<file path="src/rtl/sample_timer_ctrl_if.sv">
// Sample handshake between the timer controller (master) and the I2C read sequencer (slave).
// smp_req stays high while a reading is wanted; the slave answers with a one-cycle smp_ack
// and presents smp_data in that same cycle; an ack while smp_req is low carries no data.
interface sample_timer_ctrl_if #(
   parameter int DATA_W = 12
);
   logic              smp_req;
   logic              smp_ack;
   logic [DATA_W-1:0] smp_data;

   modport master (output smp_req, input smp_ack, input smp_data);
   modport slave  (input smp_req, output smp_ack, output smp_data);
endinterface

</file>
<file path="src/rtl/sample_timer_ctrl.sv">
// Periodic temperature sampler: reloads an external 8-bit counter chain, requests a reading
// when it carries out, captures the value with hysteresis alarm and a bounded ack wait.
module sample_timer_ctrl #(
   parameter int DATA_W  = 12,
   parameter int TIMEOUT = 64
) (
   input  logic                CLK,
   input  logic                CLR_n,
   input  logic                en,
   input  logic [7:0]          period,
   input  logic                cnt_rco,
   output logic [7:0]          cnt_d,
   output logic                cnt_load_n,
   output logic                cnt_enp,
   output logic                cnt_ent,
   sample_timer_ctrl_if.master smp,
   input  logic [DATA_W-1:0]   th_hi,
   input  logic [DATA_W-1:0]   th_lo,
   output logic [DATA_W-1:0]   temp_out,
   output logic                temp_valid,
   output logic                alarm,
   output logic                err_timeout,
   input  logic                err_clr,
   output logic [1:0]          state_dbg
);
   // state_dbg encoding: 0 IDLE, 1 LOAD, 2 COUNT, 3 WAIT
   typedef enum logic [1:0] {
      S_IDLE  = 2'd0,
      S_LOAD  = 2'd1,
      S_COUNT = 2'd2,
      S_WAIT  = 2'd3
   } state_t;

   localparam logic [7:0] WAIT_LAST = 8'(TIMEOUT - 1);

   state_t            state, state_nx;
   logic [7:0]        wcnt, wcnt_nx;
   logic [7:0]        cnt_d_nx;
   logic              load_n_nx;
   logic              cnt_en_nx;
   logic              req_nx;
   logic [DATA_W-1:0] temp_nx;
   logic              valid_nx;
   logic              alarm_nx;
   logic              err_nx;
   logic              done;

   // Every output is the registered image of its *_nx value, so each branch below sets
   // what the outputs must look like during the state being entered.
   always_comb begin
      state_nx  = state;
      wcnt_nx   = wcnt;
      cnt_d_nx  = cnt_d;
      load_n_nx = 1'b1;
      cnt_en_nx = 1'b0;
      req_nx    = 1'b0;
      temp_nx   = temp_out;
      valid_nx  = 1'b0;
      alarm_nx  = alarm;
      err_nx    = err_timeout & ~err_clr;
      done      = 1'b0;
      case (state)
         S_IDLE: begin
            if (en) begin
               state_nx  = S_LOAD;
               load_n_nx = 1'b0;
               cnt_d_nx  = period;
            end
         end
         S_LOAD: begin
            state_nx  = S_COUNT;
            cnt_en_nx = 1'b1;
         end
         S_COUNT: begin
            if (cnt_rco) begin
               state_nx = S_WAIT;
               req_nx   = 1'b1;
               wcnt_nx  = 8'd0;
            end else if (!en) begin
               state_nx = S_IDLE;
            end else begin
               cnt_en_nx = 1'b1;
            end
         end
         S_WAIT: begin
            // An ack on the last allowed cycle still wins over the timeout.
            if (smp.smp_ack) begin
               temp_nx  = smp.smp_data;
               valid_nx = 1'b1;
               if (smp.smp_data >= th_hi)      alarm_nx = 1'b1;
               else if (smp.smp_data <= th_lo) alarm_nx = 1'b0;
               done = 1'b1;
            end else if (wcnt == WAIT_LAST) begin
               err_nx = 1'b1;
               done   = 1'b1;
            end else begin
               wcnt_nx = wcnt + 8'd1;
               req_nx  = 1'b1;
            end
            if (done) begin
               if (en) begin
                  state_nx  = S_LOAD;
                  load_n_nx = 1'b0;
                  cnt_d_nx  = period;
               end else begin
                  state_nx = S_IDLE;
               end
            end
         end
         default: state_nx = S_IDLE;
      endcase
   end

   always_ff @(posedge CLK or negedge CLR_n) begin
      if (!CLR_n) begin
         state       <= S_IDLE;
         wcnt        <= 8'd0;
         cnt_d       <= 8'd0;
         cnt_load_n  <= 1'b1;
         cnt_enp     <= 1'b0;
         cnt_ent     <= 1'b0;
         smp.smp_req <= 1'b0;
         temp_out    <= '0;
         temp_valid  <= 1'b0;
         alarm       <= 1'b0;
         err_timeout <= 1'b0;
      end else begin
         state       <= state_nx;
         wcnt        <= wcnt_nx;
         cnt_d       <= cnt_d_nx;
         cnt_load_n  <= load_n_nx;
         cnt_enp     <= cnt_en_nx;
         cnt_ent     <= cnt_en_nx;
         smp.smp_req <= req_nx;
         temp_out    <= temp_nx;
         temp_valid  <= valid_nx;
         alarm       <= alarm_nx;
         err_timeout <= err_nx;
      end
   end

   assign state_dbg = state;
endmodule

</file>
<file path="src/flat_wrapper.sv">
// flat-port wrapper written by rule: the top's interface ports become plain ports
module sample_timer_ctrl_flat 
#(
   parameter int DATA_W  = 12,
   parameter int TIMEOUT = 64
)
  (CLK, CLR_n, en, period, cnt_rco, cnt_d, cnt_load_n, cnt_enp, cnt_ent, th_hi, th_lo, temp_out, temp_valid, alarm, err_timeout, err_clr, state_dbg, smp_smp_req, smp_smp_ack, smp_smp_data);
  sample_timer_ctrl_if #(.DATA_W(DATA_W)) smp_i ();
  input  logic CLK;
  input  logic CLR_n;
  input  logic en;
  input  logic [7:0] period;
  input  logic cnt_rco;
  output logic [7:0] cnt_d;
  output logic cnt_load_n;
  output logic cnt_enp;
  output logic cnt_ent;
  input  logic [DATA_W-1:0] th_hi;
  input  logic [DATA_W-1:0] th_lo;
  output logic [DATA_W-1:0] temp_out;
  output logic temp_valid;
  output logic alarm;
  output logic err_timeout;
  input  logic err_clr;
  output logic [1:0] state_dbg;
  output wire logic [$bits(smp_i.smp_req)-1:0] smp_smp_req;
  input wire logic [$bits(smp_i.smp_ack)-1:0] smp_smp_ack;
  input wire logic [$bits(smp_i.smp_data)-1:0] smp_smp_data;
  assign smp_smp_req = smp_i.smp_req;
  assign smp_i.smp_ack = smp_smp_ack;
  assign smp_i.smp_data = smp_smp_data;
  sample_timer_ctrl #(.DATA_W(DATA_W), .TIMEOUT(TIMEOUT)) u_core (.CLK(CLK), .CLR_n(CLR_n), .en(en), .period(period), .cnt_rco(cnt_rco), .cnt_d(cnt_d), .cnt_load_n(cnt_load_n), .cnt_enp(cnt_enp), .cnt_ent(cnt_ent), .smp(smp_i), .th_hi(th_hi), .th_lo(th_lo), .temp_out(temp_out), .temp_valid(temp_valid), .alarm(alarm), .err_timeout(err_timeout), .err_clr(err_clr), .state_dbg(state_dbg));
endmodule
</file>
<file path="config.mk">
export PLATFORM = sky130hd
export DESIGN_NAME = sample_timer_ctrl_flat
export DESIGN_NICKNAME = d
export VERILOG_FILES = /design/src/rtl/sample_timer_ctrl_if.sv /design/src/rtl/sample_timer_ctrl.sv /design/src/flat_wrapper.sv
export SDC_FILE = /design/constraint.sdc
export NUM_CORES = 1
export LEC_CHECK = 0
export ABC_CLOCK_PERIOD_IN_PS = 4600
export CORE_UTILIZATION = 49
export DETAILED_ROUTE_END_ITERATION = 16
export GPL_ROUTABILITY_DRIVEN = 0
export GPL_TIMING_DRIVEN = 0
export HOLD_SLACK_MARGIN = 0.06
export PLACE_DENSITY = 0.86
export SLEW_MARGIN = 20
export SYNTH_ARGS = -nofsm -noshare
export SYNTH_HDL_FRONTEND = slang
export SYNTH_SLANG_ARGS = --single-unit
</file>
<file path="constraint.sdc">
create_clock -name CLK -period 4.6 [get_ports CLK]
set_input_delay 0.92 -clock CLK [delete_from_list [all_inputs] [get_ports CLK]]
set_output_delay 0.92 -clock CLK [all_outputs]
set_load 0.02 [all_outputs]
</file>
### Word level (Yosys, flattened, before mapping)

Cells that the tools add are included.

| word-level totals | value |
|---|---|
| flip-flop bits (word level) | 36 |
| bits of input ports | 50 |
| output and inout port bits | 29 |
| logic and storage cells | 67 |

| operators by class | value |
|---|---|
| $add $sub $neg | 1 |
| $lt $le $gt $ge | 2 |
| equal/unequal tests | 10 |
| multiplexer cells | 33 |
| bitwise gates (word level) | 2 |
| reductions and logical operators | 9 |

Operators with widths:

| operator | number |
|---|---|
| $mux 8 | 5 |
| $pmux 8 s2 | 2 |
| $mux 1 | 18 |
| $ge 12x12->1 | 1 |
| $le 12x12->1 | 1 |
| $add 8x1->8 const B | 1 |
| $eq 8x6->1 const B | 1 |
| $mux 2 | 4 |
| $ne 2x2->1 const B | 4 |
| $pmux 2 s4 | 1 |
| $pmux 1 s2 | 3 |
| $reduce_and 3->1 | 2 |
| $reduce_bool 2->1 | 3 |
| $eq 2x2->1 const B | 2 |
| $reduce_and 2->1 | 2 |
| $reduce_and 4->1 | 1 |
| $ne 3x3->1 const B | 1 |
| $eq 2x1->1 const B | 1 |
| $logic_not 2->1 | 1 |
| $ne 2x1->1 const B | 1 |
| $and 1x1->1 | 1 |
| $not 1->1 | 1 |

### Depth between registers and ports, before layout

| depth | value |
|---|---|
| depth in word-level cells | 6 |
| gate-level depth with buffers | 8 |
| gate-level depth less buffers | 7 |

### Least setup slack after synthesis

No wires, ideal clock.

| timing path | value |
|---|---|
| path type | in2reg |
| start point | in th_hi[2] |
| end point | reg u_core.alarm |
| library setup time | 0.135 ns |
| arrival time | 2.032 ns |
| data required time | 4.465 ns |
| setup slack | 2.433 ns |
| stages on the path | 7 |
| path buffers | 0 |
| cells stage by stage | inv_1 -> ha_1 -> a211o_1 -> a31oi_1 -> o31ai_1 -> a221oi_1 -> o22ai_1 |

| between the ends | value |
|---|---|
| cells in the longest elaborated chain, start to end | 3 |
| elaborated cells on any way between the ends | 4 |
| classes of those cells | 1 x order compare; 1 x mux; 2 x reduce/logical |

RTL lines:

| element | RTL line | text |
|---|---|---|
| start: declaration | flat_wrapper.sv:18 | `input logic [DATA_W-1:0] th_hi;` |
| $ge 12x12->1 (*) | sample_timer_ctrl.sv:90 | `if (smp.smp_data >= th_hi) alarm_nx = 1'b1;` |
| $reduce_bool 2->1 (no line) | - |  |
| $reduce_and 3->1 (no line) | - |  |
| end signal: assignment | sample_timer_ctrl.sv:137 | `alarm <= alarm_nx;` |
| end: declaration | sample_timer_ctrl.sv:21 | `output logic alarm,` |

Every way passes the cells marked *; elsewhere a longest branch is shown, timed or not.
A chain may end at the register's enable or synchronous reset.

### Worst setup path in the final report

Same ends and word-level chain as after synthesis.

==> results.sh <==
export IMPL_status="finished clean"
export IMPL_max_stage_delay_ns=0.46
export IMPL_path_clk_slew_ns=0.08
export IMPL_ys_ff_latch=36
export IMPL_cp_arrival_ns=2.66
export IMPL_synth_nets=291
export IMPL_grt_max_degree=34
export IMPL_post_cts_setup_buffers=0
export IMPL_synth_edf_count=0
export IMPL_fin_crit_ns=2.494
export IMPL_synth_top_area_share_pct=39.66
export IMPL_path_cells="clkdlybuf4s50_1 > inv_1 > ha_1 > a211o_1 > a31oi_1 > o31ai_1 > a221oi_1 > o22ai_1"
export IMPL_cts_resized=0
export IMPL_grt_util_all_layers_pct=22.93
export IMPL_ctsHoldBuffers=0
export IMPL_tritoncts="yes"
export IMPL_relSlewSlack_pct=67.00
export IMPL_fin_crit_sh_pct=54.21
export IMPL_drc_errors=0
export IMPL_worstMarginPinSlew_ns=0.4935
export IMPL_synth_top_area_cell="dfrtp_1"
export IMPL_yosys_top_cells_count="dfrtp_1 (35), inv_1 (31), ha_1 (30)"
export IMPL_required_ns=4.77
export IMPL_syn_inst=211
export IMPL_antenna_cells=0
export IMPL_nets=377
export IMPL_grt_pass1_vias=1907
export IMPL_wire_per_inst_um=14.29
export IMPL_synth_cell_type_count=38
export IMPL_dp_hpwl_um=3884
export IMPL_numPortBuffers=78
export IMPL_die_y_um=69.14
export IMPL_fillers=312
export IMPL_first_pass_iters=6
export IMPL_irDropWorstVdd_v=0.0003808
export IMPL_grt_pass1_wl_um=8694
export IMPL_async_reset_ff_share_pct=100.0
export IMPL_ant_nets=0
export IMPL_area_growth_pct=44.19
export IMPL_num_vias=1811
export IMPL_hold_viol=0
export IMPL_power_leakage_nw=1.511
export IMPL_ys_warn_count=0
export IMPL_die_area_mm2=0.004780
export IMPL_htreeDepth=2
export IMPL_cts_sinks=36
export IMPL_max_cap_violations=0
export IMPL_clk_latency_ns=0.29
export IMPL_syn_area_mm2=0.002208
export IMPL_clockBufferDepth=2
export IMPL_wl_um=5001
export IMPL_path_class="in -> reg"
export IMPL_grt_overflow_total=0
export IMPL_worstSetupStartpointType="input port"
export IMPL_ys_seq_area_share_pct=40.85
export IMPL_synth_most_common_cell="dfrtp_1"
export IMPL_syn_mean_instance_area_um2=10.47
export IMPL_setup_viol=0
export IMPL_start_util_pct=50.72
export IMPL_numCtsBuffers=5
export IMPL_power_w=0.001661
export IMPL_cp_max_fo=2
export IMPL_fp_coreArea_mm2=0.004354
export IMPL_vias_per_cell=5.174
export IMPL_clock_skew_final_ns=0.003614
export IMPL_power_per_cell_area_mw_per_mm2=521.7
export IMPL_synth_area_leaders="dfrtp_1 (40%), ha_1 (17%), mux2_2 (9.7%), inv_1 (5.3%), a21oi_1 (2.5%)"
export IMPL_ys_flop_type="dfrtp_1"
export IMPL_finalSetupTns_ns=0
export IMPL_slew_viol_final=0
export IMPL_fp_dieW_um=69.14
export IMPL_holdCritPathClass="in -> async"
export IMPL_fmaxAchievable_ghz=0.4010
export IMPL_drive_above_1_share_pct=13.09
export IMPL_worstSetupEndpointType="flop"
export IMPL_rows=24
export IMPL_num_io_pins=79
export IMPL_clock_root_buffer="clkbuf_8"
export IMPL_drt_iter0_drc=59
export IMPL_cpMaxStageDelayCell="clkdlybuf4s50_1"
export IMPL_rsz0062_at_grt="false"
export IMPL_antenna_found_initial=0
routing by layer:
metal	vias to the layer above	global-route usage (%)	wire [um]
met4	0	5.669	60
met5	-	0	0
li1	913	-	-
met1	826	27.97	2088
met3	8	7.018	328
met2	64	39.37	2524
cell type report:
| cell class | instances | area [um2] | area share (%) |
|---|---|---|---|
| multi-input cells | 140 | 1160 | 36.42 |
| flip-flops and latches | 36 | 902.1 | 28.33 |
| repair buffers | 79 | 795.8 | 24.99 |
| inverters | 32 | 122.6 | 3.851 |
| clock buffers | 5 | 68.82 | 2.161 |
| well taps | 52 | 65.06 | 2.043 |
| clock inverters | 3 | 46.29 | 1.454 |
| plain buffers | 3 | 23.77 | 0.7466 |
logic make-up after synthesis:
family,synth area share [%]
AO/OA/AOI/OAI,11.44
AND/OR/NAND/NOR,12.41
buffers and inverters,6.629
XOR/XNOR,1.983
adder cells (fa/ha/maj),17.00
flip-flops,40.85
multiplexers,9.689
cell usage in the layout (no fill, tap or decap), drive strengths merged, types with 2 or more instances in the layout:
cell	instances
o21a	2
o221ai	2
inv	33
nand4	6
a21oi	11
mux2	19
and2	2
clkdlybuf4s50	77
nor2	14
nand2b	2
buf	5
o22ai	3
a221oi	2
and3	4
nand2	11
nand3	4
a21o	3
ha	30
clkbuf	5
a31oi	4
dfrtp	35
nor2b	3
o21ai	4
xor2	5
through the flow:
step / instance area [um2] / std cells / worst slack (ns) / hold WS (ns) / util [%]
CTS: 3184 / 350 / 2.089 / 0.4190 / 73.13
finish: 3184 / 350 / 2.106 / 0.4238 / 73.13
detailed placement: 3069 / 342 / 1.780 / 0.4755 / 70.49
global route: 3184 / 350 / 2.028 / 0.4087 / 73.13
floorplan: 2208 / 211 / 2.433 / 0.5056 / -
global placement: 3054 / 341 / 1.827 / 0.4677 / 70.14
worst max-delay path, delay by kind of cell:
family,cells,cell delay [ns]
AO/OA/AOI/OAI,5,0.96
buffers and inverters,2,0.50
adder cells (fa/ha/maj),1,0.28
sequential cells by signal, summed over array words and instances (netlist names):
signal              flops
u_core.alarm            1
u_core.cnt_d            8
u_core.cnt_enp          1
u_core.cnt_load_n       1
u_core.err_timeout      1
u_core.smp.smp_req      1
u_core.state_dbg        2
u_core.temp_out        12
u_core.temp_valid       1
u_core.wcnt             8
power by group:
group	total [W]	internal (W)	switching, W
combinational	0.000851	0.000433	0.000417
clock	0.000288	0.000163	0.000124
sequential	0.000523	0.000448	0.0000753
path summary, 6_finish.rpt:
kind	start	end	slack (ns)	depth (start not counted)
setup / recovery	th_hi[2]	u_core.alarm$_DFFE_PN0P_	2.11	8
hold / removal	CLR_n	u_core.cnt_d[3]$_DFFE_PN0P_	0.42	1
setup reg to reg	u_core.state_dbg[0]$_DFFE_PN0P_	u_core.wcnt[5]$_DFFE_PN0P_	2.50	7
hold reg to reg	u_core.temp_out[0]$_DFFE_PN0P_	u_core.temp_out[0]$_DFFE_PN0P_	0.49	2
max in group asynchronous	CLR_n	u_core.cnt_load_n$_DFF_PN1_	3.73	2
min in group CLK	u_core.temp_out[0]$_DFFE_PN0P_	u_core.temp_out[0]$_DFFE_PN0P_	0.49	2
(Power assumes the default switching activity.)
